--- src/rtl/p2s_tx.sv ---
// p2s_tx -- parallel-to-serial output transmitter for the MSDAP datapath.
//
// Takes one left and one right WIDTH-bit result word per frame into a holding
// register (load), then shifts both out MSB-first on out_l/out_r, one bit per
// sclk_en strobe. Words are sent back-to-back when the next one is already
// held. out_frame marks the MSB bit period, out_ready qualifies valid bits.
//
// Ports:
//   clk, reset_n    system clock, synchronous active-low reset
//   clear           synchronous clear, same effect as reset
//   en              permits starting a new word
//   load            captures data_l/data_r into the holding register
//   data_l, data_r  WIDTH-bit result words
//   sclk_en         bit strobe
//   mask            zero-word request, sampled at word start
//   out_l, out_r    serial data
//   out_frame       first-bit marker
//   out_ready       serial data valid
//   busy            word in progress
//   overrun         pulse when a load overwrites an unsent held word
//
// Optional macro: P2S_ZERO_MASK_EN -- when defined, a word started with
// mask=1 is transmitted as all zeros (held word still consumed). When
// undefined, mask is ignored.

// Per-channel holding register + shifter. Control comes from the top FSM.
module p2s_lane #(
  parameter int WIDTH = 40
) (
  input  logic             clk,
  input  logic             reset_n,
  input  logic             clear,
  input  logic             load,
  input  logic [WIDTH-1:0] data,
  input  logic             start,
  input  logic             zero,
  input  logic             shift,
  input  logic             flush,
  output logic             out
);
  logic [WIDTH-1:0] hold;
  logic [WIDTH-1:0] sh;

  always_ff @(posedge clk) begin
    if (!reset_n || clear) begin
      hold <= '0;
      sh   <= '0;
    end else begin
      if (load) hold <= data;
      // start reads the pre-load hold value, so a load coinciding with
      // consumption sends the old word and keeps the new one held
      if (start)      sh <= zero ? '0 : hold;
      else if (shift) sh <= {sh[WIDTH-2:0], 1'b0};
      else if (flush) sh <= '0;
    end
  end

  assign out = sh[WIDTH-1];
endmodule

module p2s_tx #(
  parameter int WIDTH = 40,
  parameter int CNT_W = 6
) (
  input  logic             clk,
  input  logic             reset_n,
  input  logic             clear,
  input  logic             en,
  input  logic             load,
  input  logic [WIDTH-1:0] data_l,
  input  logic [WIDTH-1:0] data_r,
  input  logic             sclk_en,
  input  logic             mask,
  output logic             out_l,
  output logic             out_r,
  output logic             out_frame,
  output logic             out_ready,
  output logic             busy,
  output logic             overrun
);
  localparam int NUM_LANES = 2;

  typedef enum logic {IDLE, SHIFT} state_t;

  state_t           state;
  logic [CNT_W-1:0] bit_cnt;
  logic             hold_valid;

  logic at_end, start, shift, flush, zero;
  logic [NUM_LANES-1:0][WIDTH-1:0] lane_data;
  logic [NUM_LANES-1:0]            lane_out;

  assign at_end = (state == SHIFT) && (bit_cnt == '0);
  assign start  = sclk_en && hold_valid && en && ((state == IDLE) || at_end);
  assign shift  = sclk_en && (state == SHIFT) && (bit_cnt != '0);
  assign flush  = sclk_en && at_end && !start;

`ifdef P2S_ZERO_MASK_EN
  assign zero = mask;
`else
  assign zero = 1'b0;
  logic unused_mask;
  assign unused_mask = mask;
`endif

  assign lane_data = {data_r, data_l};

  for (genvar i = 0; i < NUM_LANES; i++) begin : g_lane
    p2s_lane #(.WIDTH(WIDTH)) u_lane (
      .clk     (clk),
      .reset_n (reset_n),
      .clear   (clear),
      .load    (load),
      .data    (lane_data[i]),
      .start   (start),
      .zero    (zero),
      .shift   (shift),
      .flush   (flush),
      .out     (lane_out[i])
    );
  end

  assign out_l = lane_out[0];
  assign out_r = lane_out[1];

  always_ff @(posedge clk) begin
    if (!reset_n || clear) begin
      state      <= IDLE;
      bit_cnt    <= '0;
      hold_valid <= 1'b0;
      out_frame  <= 1'b0;
      out_ready  <= 1'b0;
      busy       <= 1'b0;
      overrun    <= 1'b0;
    end else begin
      overrun <= load && hold_valid && !start;
      if (load)       hold_valid <= 1'b1;
      else if (start) hold_valid <= 1'b0;

      if (start) begin
        state     <= SHIFT;
        bit_cnt   <= CNT_W'(WIDTH-1);
        out_frame <= 1'b1;
        out_ready <= 1'b1;
        busy      <= 1'b1;
      end else if (sclk_en && state == SHIFT) begin
        out_frame <= 1'b0;
        if (bit_cnt != '0) begin
          bit_cnt <= bit_cnt - 1'b1;
        end else begin
          state     <= IDLE;
          out_ready <= 1'b0;
          busy      <= 1'b0;
        end
      end
    end
  end
endmodule

--- config.mk ---
export PLATFORM = sky130hd
export DESIGN_NAME = p2s_tx
export DESIGN_NICKNAME = d
export VERILOG_FILES = /design/src/rtl/p2s_tx.sv
export SDC_FILE = /design/constraint.sdc
export NUM_CORES = 1
export LEC_CHECK = 0
export CORE_MARGIN = 2
export CORE_UTILIZATION = 55
export DETAILED_ROUTE_END_ITERATION = 7
export GPL_TIMING_DRIVEN = 1
export PLACE_DENSITY = 0.8
export SYNTH_ARGS = -nofsm -noshare
export SYNTH_HDL_FRONTEND = slang
export SYNTH_SLANG_ARGS = --single-unit
--- constraint.sdc ---
create_clock -name clk -period 2 [get_ports clk]
set_input_delay 0.5 -clock clk [delete_from_list [all_inputs] [get_ports clk]]
set_output_delay 0.5 -clock clk [all_outputs]
set_load 0.005 [all_outputs]
==> out/qor.csv <==
stage,metric,value,unit
outcome,status,"finished, final reports clean",
clock_tree,cts_inserted_buffers,17,
synth,synth.most_common_cell,dfxtp_1,
hold_path,min_path_cells,2,
critical_path,timing.critical_path.buf_inv,2,
synth,syn_nets,766,
sta,period_minus_slack,1.95,ns
critical_path,path_cells,buf_4 -> clkdlybuf4s50_1,
drt,avgViaCountPerCell,5.64,
placed_design,pre_cts_slack,-0.269,ns
global_routing,grt_usage,0.231,
synth,ys_types,35,
drt,dr_total_vias,5301,
power_and_ir_drop,max-vdd-ir-drop,0.591,mV
die,die-area,13600,um^2
clock_tree,clock_latency,0.43,ns
synth,ys_top_cells_by_count,"170 x dfxtp_1, 162 x nor2_1, 81 x nor3_1",
global_routing,antenna_found_initial,0,
global_routing,grt_max_degree,55,
die,row_count,41,
critical_path,rr_worst_depth,7,
sta,post-route-period-util,0.977,
critical_path,critical_path.max_fanout,6,
layout,finalNetCount,844,
die,fp.coreArea,12500,um^2
critical_path,worstPathRequired,1.50,ns
synth,synth_edf_count,0,
synth,synth_area_per_cell,10.3,um^2
placed_design,gp_congestion,0.754,
synth,synth_adder_area_share,0.00358,
synth,async_flop_share,0,
die,start_util,0.558,
sta,fin_ws,0.0455,ns
placed_design,placed_cells,908,
placed_design,place_hpwl,9.78,mm
clock_tree,cts_sinks,170,
layout,diodes,0,
synth,postSynthCellCount,677,
layout,drive_gt1_frac,0.189,
drt,drc,0,
clock_tree,postCtsSetupBuffers,0,
power_and_ir_drop,powerDensity,847,nW/um^2
drt,drt_first_pass_iters,5,
synth,synth_ff_type,dfxtp_1,
critical_path,cp_top_family,buffers and inverters,
clock_tree,clockBufferDepth,2,
die,fp.dieH,117,um
die,io_pins,93,
critical_path,worstSetupEndpointType,output port,
critical_path,arrival,1.45,ns
synth,synth-compound-area-share,0.175,
layout,stdcell_count,940,
synth,ys_ff_latch,170,
synth,synth_top_area_share,0.487,
critical_path,cp_num_cells,2,
sta,slew_headroom,0.694,
power_and_ir_drop,leakagePower,0.00360,uW
synth,synth-simple-area-share,0.163,
synth,muxShareOfSynthArea,0.116,
critical_path,critPathMaxStageDelay,0.51,ns
synth,synth_area_leaders,"dfxtp_1 49%, a221oi_2 15%, mux2i_1 11%",
global_routing,grt.overflow.total,0,
drt,wl_per_cell,15.9,um
synth,syn_area,6990,um^2
critical_path,critical_path.startpoint_type,register,
sta,rsz0062_at_grt,no,
clock_tree,path_clk_slew,0.06,ns
sta,fmax,0.512,GHz
global_routing,grt_pass1_wl,24.9,mm
sta,finalHoldViolations,0,
sta,maxSlewViolCount,0,
synth,yosysSeqAreaShare,0.487,
global_routing,grt_pass1_vias,5391,
synth,yosysTopAreaCell,dfxtp_1,
clock_tree,cts_tree,done,
critical_path,worst_path_max_delay_cell,clkdlybuf4s50_1,
power_and_ir_drop,total_power,7520,uW
synth,yosysWarnings,0,
layout,area_growth,27.1,%
job,max_cap_viol_count,0,
drt,drt-total-wl,15.0,mm
critical_path,critPathKind,reg -> out,
sta,setup_viol,0,
die,die_width,117,um
hold_path,worstHoldPathType,reg -> reg,
drt,ant_nets,0,
synth,synth_top_family_by_area,compound AO/OA/AOI/OAI gates,
sta,worst_slew_pin_slew,0.459,ns
drt,drt-initial-drc-count,266,
synth,synth_xor_area_frac,0.00502,
sta,finalClockSkew,0.00701,ns
placed_design,io_buffers,91,
clock_tree,h-tree-depth,4,
clock_tree,root_buffer,clkbuf_16,
logic make-up after synthesis:
group,Yosys count
mux,81
simple gates,260
buf+inv,66
compound gates,94
fa+ha+maj,2
xor+xnor,4
flops,170
metal layers:
metal / share of wire / GRT usage / vias up
li1: - / - / 2606
met1: 0.44 / 0.277 / 2577
met2: 0.50 / 0.400 / 88
met3: 0.031 / 0.0498 / 30
met4: 0.023 / 0.0973 / 0
met5: 0 / 0 / -
cells in the final DEF (no fill, tap or decap), types with 2 or more instances in the layout:
cell type,count
dfxtp_1,169
nor2_1,162
clkdlybuf4s50_1,90
nor3_1,81
mux2i_1,80
a221oi_2,70
clkbuf_16,17
buf_4,17
buf_12,16
a221oi_1,8
a21oi_1,6
clkinvlp_4,5
nand2_1,4
clkbuf_8,4
a22oi_1,3
bufinv_16,3
inv_1,2
and4b_1,2
xnor2_1,2
nand3_1,2
or3b_2,2
xor2_1,2
ha_1,2
clkbuf_1,2
sequential cells by signal (all words and copies together), names as in the netlist:
register and cells:
hold_valid 1, bit_cnt 6, overrun 1, state 1, g_lane.u_lane.hold 80, out_frame 1, g_lane.u_lane.sh 80
power by group:
group,switching [uW],internal (uW)
Sequential,54.7,3460
Combinational,270,326
Clock,1310,2100
through the flow:
step	utilization	area [um^2]	setup TNS, ns	hold WS, ns
floorplan	-	6990	0	0.451
global placement	0.659	8250	-12.49	0.474
detailed placement	0.659	8250	-16.74	0.480
CTS	0.709	8870	0	0.497
global route	0.709	8880	0	0.523
finish	0.709	8880	0	0.498
cell type report:
| cell class | instances | area (um^2) |
|---|---|---|
| well taps | 172 | 215 |
| multi-input cells | 441 | 3270 |
| clock buffers | 23 | 488 |
| clock inverters | 9 | 136 |
| inverters | 2 | 7.51 |
| repair buffers | 123 | 1350 |
| fillers | 922 | 3640 |
| flip-flops and latches | 170 | 3410 |
worst paths after layout:
check / startpoint / to / slack (ns)
worst max-delay path: state / out_ready / 0.05
worst min-delay path: out_frame / out_frame / 0.50
worst max register to register: bit_cnt[0] / g_lane[1].u_lane.sh[7] / 0.17
worst min register to register: out_frame / out_frame / 0.50
worst min-delay path: cells and delay by family, from the launching register on:
family	cells	cell delay, ns
DFF	1	0.33
and+or+nand+nor	1	0.06
AOI/OAI and AO/OA	1	0.05
repair_timing:
| action | 4_1_cts | 5_1_grt |
|---|---|---|
| cloned | 0 | 0 |
| hold buffers | 0 | 0 |
| gates resized for setup | 1 | 2 |
| setup endpoints to repair | 2 | 16 |
No activity file was read; power rests on OpenSTA's default activity.
